==> config.mk <==
export PLATFORM = sky130hd
export DESIGN_NAME = raster_scheduler
export DESIGN_NICKNAME = d
export VERILOG_FILES = /design/src/rtl/raster_pkg.sv /design/src/rtl/raster_counter.sv /design/src/rtl/raster_scheduler.sv
export SDC_FILE = /design/constraint.sdc
export NUM_CORES = 1
export LEC_CHECK = 0
export CAP_MARGIN = 20
export CORE_ASPECT_RATIO = 1.2
export CORE_MARGIN = 2
export CORE_UTILIZATION = 30
export CTS_CLUSTER_SIZE = 30
export DETAILED_ROUTE_END_ITERATION = 7
export DONT_BUFFER_PORTS = 1
export GPL_TIMING_DRIVEN = 0
export SLEW_MARGIN = 10
export SYNTH_ARGS = -nofsm -noshare
export SYNTH_HDL_FRONTEND = slang
export SYNTH_HIERARCHICAL = 1
export SYNTH_SLANG_ARGS = --single-unit
==> constraint.sdc <==
create_clock -name clock -period 2 [get_ports clock]
set_input_delay 0.4 -clock clock [delete_from_list [all_inputs] [get_ports clock]]
set_output_delay 0.4 -clock clock [all_outputs]
set_load 0.02 [all_outputs]
==> src/rtl/raster_pkg.sv <==
// Shared types and geometry for the frame-granular raster scheduler.
package raster_pkg;

  localparam int unsigned WIDTH  = 160;
  localparam int unsigned HEIGHT = 120;
  localparam int unsigned NPIX   = WIDTH * HEIGHT;
  localparam int unsigned ADDR_W = 15;
  localparam int unsigned X_W    = 8;
  localparam int unsigned Y_W    = 7;

  typedef logic [2:0] colour_t;

  typedef enum logic [1:0] {
    IDLE,
    SWEEP,
    DRAIN,
    DONE
  } state_t;

endpackage

==> src/rtl/raster_counter.sv <==
// Pixel address sweep with incremental column and bottom-up row tracking.
module raster_counter
  import raster_pkg::*;
#(
  parameter int unsigned WIDTH  = 160,
  parameter int unsigned HEIGHT = 120
) (
  input  logic              clock,
  input  logic              resetn,
  input  logic              start,
  input  logic              step,
  output logic [ADDR_W-1:0] addr,
  output logic [X_W-1:0]    col,
  output logic [Y_W-1:0]    row,
  output logic              last
);

  localparam logic [ADDR_W-1:0] ADDR_LAST = ADDR_W'(WIDTH * HEIGHT - 1);
  localparam logic [X_W-1:0]    COL_LAST  = X_W'(WIDTH - 1);
  localparam logic [Y_W-1:0]    ROW_TOP   = Y_W'(HEIGHT - 1);

  logic col_wrap;

  always_comb begin
    last     = (addr == ADDR_LAST);
    col_wrap = (col == COL_LAST);
  end

  // Row counts down: address 0 is the top-left pixel, which plots at the highest y.
  always_ff @(posedge clock or negedge resetn) begin
    if (!resetn) begin
      addr <= '0;
      col  <= '0;
      row  <= '0;
    end else if (start) begin
      addr <= '0;
      col  <= '0;
      row  <= ROW_TOP;
    end else if (step) begin
      addr <= addr + ADDR_W'(1);
      if (col_wrap) begin
        col <= '0;
        row <= row - Y_W'(1);
      end else begin
        col <= col + X_W'(1);
      end
    end
  end

endmodule

==> src/rtl/raster_scheduler.sv <==
// Round-robin per-frame grant of the raster plotter to one of two image sources,
// sweeping every pixel through the granted source's one-cycle-latency bit store.
module raster_scheduler
  import raster_pkg::*;
#(
  parameter int unsigned WIDTH  = 160,
  parameter int unsigned HEIGHT = 120
) (
  input  logic              clock,
  input  logic              resetn,
  input  logic [1:0]        req,
  input  colour_t           fg0,
  input  colour_t           bg0,
  input  colour_t           fg1,
  input  colour_t           bg1,
  input  logic              pix_bit0,
  input  logic              pix_bit1,
  output logic [1:0]        gnt,
  output logic [1:0]        done,
  output logic [ADDR_W-1:0] pix_addr,
  output logic [X_W-1:0]    x,
  output logic [Y_W-1:0]    y,
  output colour_t           color,
  output logic              plot
);

  state_t         state, state_nxt;
  logic           drain_cnt;
  logic           last_src;
  logic           src_q;
  logic           win_src;
  logic           grant_now;
  logic           start;
  logic           step;
  logic           cnt_last;
  logic [X_W-1:0] col_c;
  logic [Y_W-1:0] row_c;
  colour_t        fg_q, bg_q;
  logic           sel_bit;
  logic           s1_valid;
  logic [X_W-1:0] s1_x;
  logic [Y_W-1:0] s1_y;

  raster_counter #(
    .WIDTH  (WIDTH),
    .HEIGHT (HEIGHT)
  ) u_counter (
    .clock  (clock),
    .resetn (resetn),
    .start  (start),
    .step   (step),
    .addr   (pix_addr),
    .col    (col_c),
    .row    (row_c),
    .last   (cnt_last)
  );

  always_comb begin
    state_nxt = state;
    start     = 1'b0;
    step      = 1'b0;
    grant_now = 1'b0;
    // With both requesting, the source not served last wins; a lone requester always wins.
    win_src   = (req == 2'b11) ? ~last_src : req[1];
    case (state)
      IDLE: begin
        if (|req) begin
          state_nxt = SWEEP;
          start     = 1'b1;
          grant_now = 1'b1;
        end
      end
      SWEEP: begin
        if (cnt_last) state_nxt = DRAIN;
        else          step      = 1'b1;
      end
      DRAIN: begin
        if (drain_cnt) state_nxt = DONE;
      end
      DONE:    state_nxt = IDLE;
      default: state_nxt = IDLE;
    endcase
    done    = (state == DONE) ? gnt : 2'b00;
    sel_bit = src_q ? pix_bit1 : pix_bit0;
  end

  always_ff @(posedge clock or negedge resetn) begin
    if (!resetn) begin
      state     <= IDLE;
      drain_cnt <= 1'b0;
    end else begin
      state     <= state_nxt;
      drain_cnt <= (state == DRAIN) ? ~drain_cnt : 1'b0;
    end
  end

  always_ff @(posedge clock or negedge resetn) begin
    if (!resetn) begin
      gnt      <= '0;
      src_q    <= 1'b0;
      last_src <= 1'b1;
      fg_q     <= '0;
      bg_q     <= '0;
    end else if (grant_now) begin
      gnt   <= win_src ? 2'b10 : 2'b01;
      src_q <= win_src;
      fg_q  <= win_src ? fg1 : fg0;
      bg_q  <= win_src ? bg1 : bg0;
    end else if (state == DONE) begin
      gnt      <= '0;
      last_src <= src_q;
    end
  end

  // Stage 1 aligns coordinates with the bit returned a cycle after its address.
  always_ff @(posedge clock or negedge resetn) begin
    if (!resetn) begin
      s1_valid <= 1'b0;
      s1_x     <= '0;
      s1_y     <= '0;
      plot     <= 1'b0;
      x        <= '0;
      y        <= '0;
      color    <= '0;
    end else begin
      s1_valid <= (state == SWEEP);
      s1_x     <= col_c;
      s1_y     <= row_c;
      plot     <= s1_valid;
      if (s1_valid) begin
        x     <= s1_x;
        y     <= s1_y;
        color <= sel_bit ? fg_q : bg_q;
      end
    end
  end

endmodule

==> flow_summary.ini <==
[status]
status = finished, violations left
failed_checks = negative hold slack, negative setup slack

[cells_and_area]
nNetsFinal = 335
diodes = 0
final_cell_mix = dfrtp_1 (71), nor2_1 (21), nand2_1 (15)
drive_gt1_frac = 0.256
final_common_cell = dfrtp_1
area_delta_synth_final_pct = 25.0

[logic_synthesis]
yosys_warnings = 6
ys_ff_latch = 78
ys_types = 42
syn_inst = 287
netlist_area_sq_mm = 0.00342
ys_seq_area_frac = 0.571
avgSynthCellArea_sq_um = 11.9
synth.net_count = 314

[worst_setup_path]
critPathRequiredTime_ns = 2.22
r2r_cells = 9
reg2reg_to = u_counter/col[4]
crit_arrival_ns = 2.45
crit_fanout = 7
critPathKind = flip-flop to flip-flop
r2r_start = u_counter/addr[2]
cp-end-kind = flip-flop
r2r_slack_ns = -0.23
start_kind = flip-flop

[place]
gp_congestion = 0.763
numPortBuffers = 0
dpl.hpwl_microns = 4660

[timing]
clock.fmax_mhz = 449
setup_viol = 29
hold_ws_ns = -0.231
slew_headroom = 0.716
fin_crit_ns = 2.23
fin_skew_ns = 0.00642
hold_violations = 78
worstMarginPinSlew_ns = 0.425
slew_viol_final = 0
setup_slack_ns = -0.230
rsz0062_at_grt = true
min_period_over_period = 1.11

[cts]
path_clk_slew_ns = 0.06
cts_tree = done
clk_latency_ns = 0.33
cts.sinks = 78
cts_max_path_buffers = 2
root_buffer = clkbuf_16
cts_max_level = 3
numCtsBuffers = 9

[floorplanning]
floorplan.die.width_microns = 101
dieArea_sq_mm = 0.0123
io_pins = 56
num_rows = 42
fp.dieH_microns = 121
core_sq_mm = 0.0111
start_util = 0.309

[detailed_routing]
vias = 2283
dr.first_iter.drc_count = 74
avgViaCountPerCell = 4.89
routed_wl_microns = 7280
drc = 0
final_antenna_net_count = 0
drt_pass1_iterations = 4
wl_per_cell_microns = 15.6

[pwr]
combPwrFrac = 0.006
power.switching_mw = 0.630
pwr-share-seq = 0.485
p_int_mw = 2.62
vdd_ir_drop_max_v = 0.000331
power.leakage_nw = 1.78
powerDensity_mw_per_mm2 = 760
swShare = 0.194
p_total_mw = 3.25
p_clk_frac = 0.509

[global_routing]
grt_start_max_net_pins = 79
grt_pass1_vias = 2397
grt_pass1_wl_microns = 12100
grtUsageTotal = 0.128
grt_antenna_before_repair = 0
overflow = 0

[run]
maxCapViolCount = 0

[worst_hold_path]
min_path_type = input pin to asynchronous set/reset pin
-- repair_timing --
item                                    4_1_cts  5_1_grt
setup buffers                                 5        2
endpoints found under the hold margin        78       78
gates cloned                                  4        0
pin swaps                                    14       10
endpoints found under the setup margin       32       32
gates resized for setup                      28       14
-- synthesized netlist by cell type --
cell type   n  area share
dfrtp_1    77        0.56
nor2_1     21       0.023
mux2_1     15       0.049
nand2_1    15       0.016
mux2i_1    14       0.041
a21oi_1    13       0.019
inv_1      10       0.011
nor2b_1    10       0.018
or4_1      10       0.022
buf_2       9       0.013
ha_1        9       0.033
o21ai_0     9       0.013
nand3_1     8       0.012
mux2_2      7       0.023
nor4_1      7       0.013
o21ai_1     7       0.010
nand4_1     6       0.011
o31ai_1     6       0.013
or3_1       5      0.0091
xor2_1      5       0.013
and2_1      2      0.0037
xnor2_1     2      0.0051
a211oi_2    1      0.0037
a21boi_2    1      0.0033
a22o_1      1      0.0026
a32o_1      1      0.0029
buf_4       1      0.0022
clkbuf_1    1      0.0011
dfstp_2     1      0.0077
mux2i_2     1      0.0040
nand2b_1    1      0.0018
nand4_2     1      0.0037
nand4_4     1      0.0062
nand4b_1    1      0.0026
nand4bb_1   1      0.0033
nor3_1      1      0.0015
o2111ai_2   1      0.0044
o211ai_2    1      0.0037
o21ai_2     1      0.0026
o311ai_0    1      0.0026
or3b_2      1      0.0026
or4b_1      1      0.0029
-- worst max path at each step --
stage                             from            endpoint  slack (ns)  cells after the start
floorplan           u_counter/addr[13]   u_counter/addr[9]       -0.05                      7
global placement              state[1]   u_counter/addr[1]       -0.31                     10
detailed placement            state[1]   u_counter/addr[0]       -0.33                     10
CTS                  u_counter/addr[2]  u_counter/addr[11]       -0.19                      7
global route         u_counter/addr[2]  u_counter/addr[11]       -0.27                      7
finish               u_counter/addr[2]    u_counter/col[4]       -0.23                      9
-- cell type report --
cell class	instances	area [sq um]
fill	1083	6810
sequential	78	1960
multi-input combinational	190	1590
clock buffer	11	253
tap	154	193
timing repair buffer	9	100
buffer	10	82.6
clock inverter	5	57.6
inverter	10	37.5
-- metal layers --
layer,global-route usage,routed length (microns),vias up
li1,-,-,1089
met1,0.152,3170,1129
met2,0.208,3630,53
met3,0.0426,324,12
met4,0.0557,156,0
met5,0,0,-
-- power by group through the flow --
| stage | sequential [mW] | combinational (mW) | clock (mW) |
|---|---|---|---|
| 2_1_floorplan | 1.61 | 0.0167 | 0 |
| 3_3_place_gp | 1.61 | 0.0192 | 0 |
| 3_5_place_dp | 1.61 | 0.0195 | 0 |
| 4_1_cts | 1.58 | 0.0199 | 1.71 |
| 5_1_grt | 1.58 | 0.0213 | 1.76 |
| 6_report | 1.58 | 0.0194 | 1.65 |
-- state kept, by name (all words and copies together), names as in the netlist --
| register | flops |
|---|---|
| last_src | 1 |
| u_counter/addr | 15 |
| gnt | 2 |
| src_q | 1 |
| x | 8 |
| plot | 1 |
| color | 3 |
| s1_valid | 1 |
| bg_q | 3 |
| u_counter/row | 7 |
| u_counter/col | 8 |
| drain_cnt | 1 |
| s1_y | 7 |
| s1_x | 8 |
| fg_q | 3 |
| y | 7 |
| state | 2 |
-- worst max-delay path: stages (launching register included) --
cell and delay [ns]:
dfrtp_2 0.55, nand4b_1 0.14, or4_4 0.44, nor3_4 0.18
nor2b_4 0.13, buf_4 0.16, buf_6 0.12, nand4_1 0.11
xor2_1 0.21, nor2_1 0.06
-- logic make-up after synthesis --
group                      count (synthesis)  share of synthesized area
AOI/OAI and AO/OA                         43                     0.0812
xor gates and xnor gates                   7                     0.0179
adders and majority gates                  9                     0.0329
buffers and inverters                     21                     0.0274
DFF                                       78                      0.571
muxes                                     37                      0.117
and+or+nand+nor                           92                      0.152
-- stage by stage --
| stage | cell area (sq um) | cells | util | TNS [ns] | setup slack, ns |
|---|---|---|---|---|---|
| after floorplan | 3500 | 287 | - | -0.209 | -0.0475 |
| after global placement | 3690 | 441 | 0.333 | -6.94 | -0.314 |
| after detailed placement | 3690 | 441 | 0.333 | -6.78 | -0.334 |
| after CTS | 4200 | 465 | 0.379 | -3.68 | -0.193 |
| after global routing | 4280 | 467 | 0.386 | -6.53 | -0.274 |
| final | 4280 | 467 | 0.386 | -3.73 | -0.230 |
Note: power is estimated with default switching activity, not from simulation.
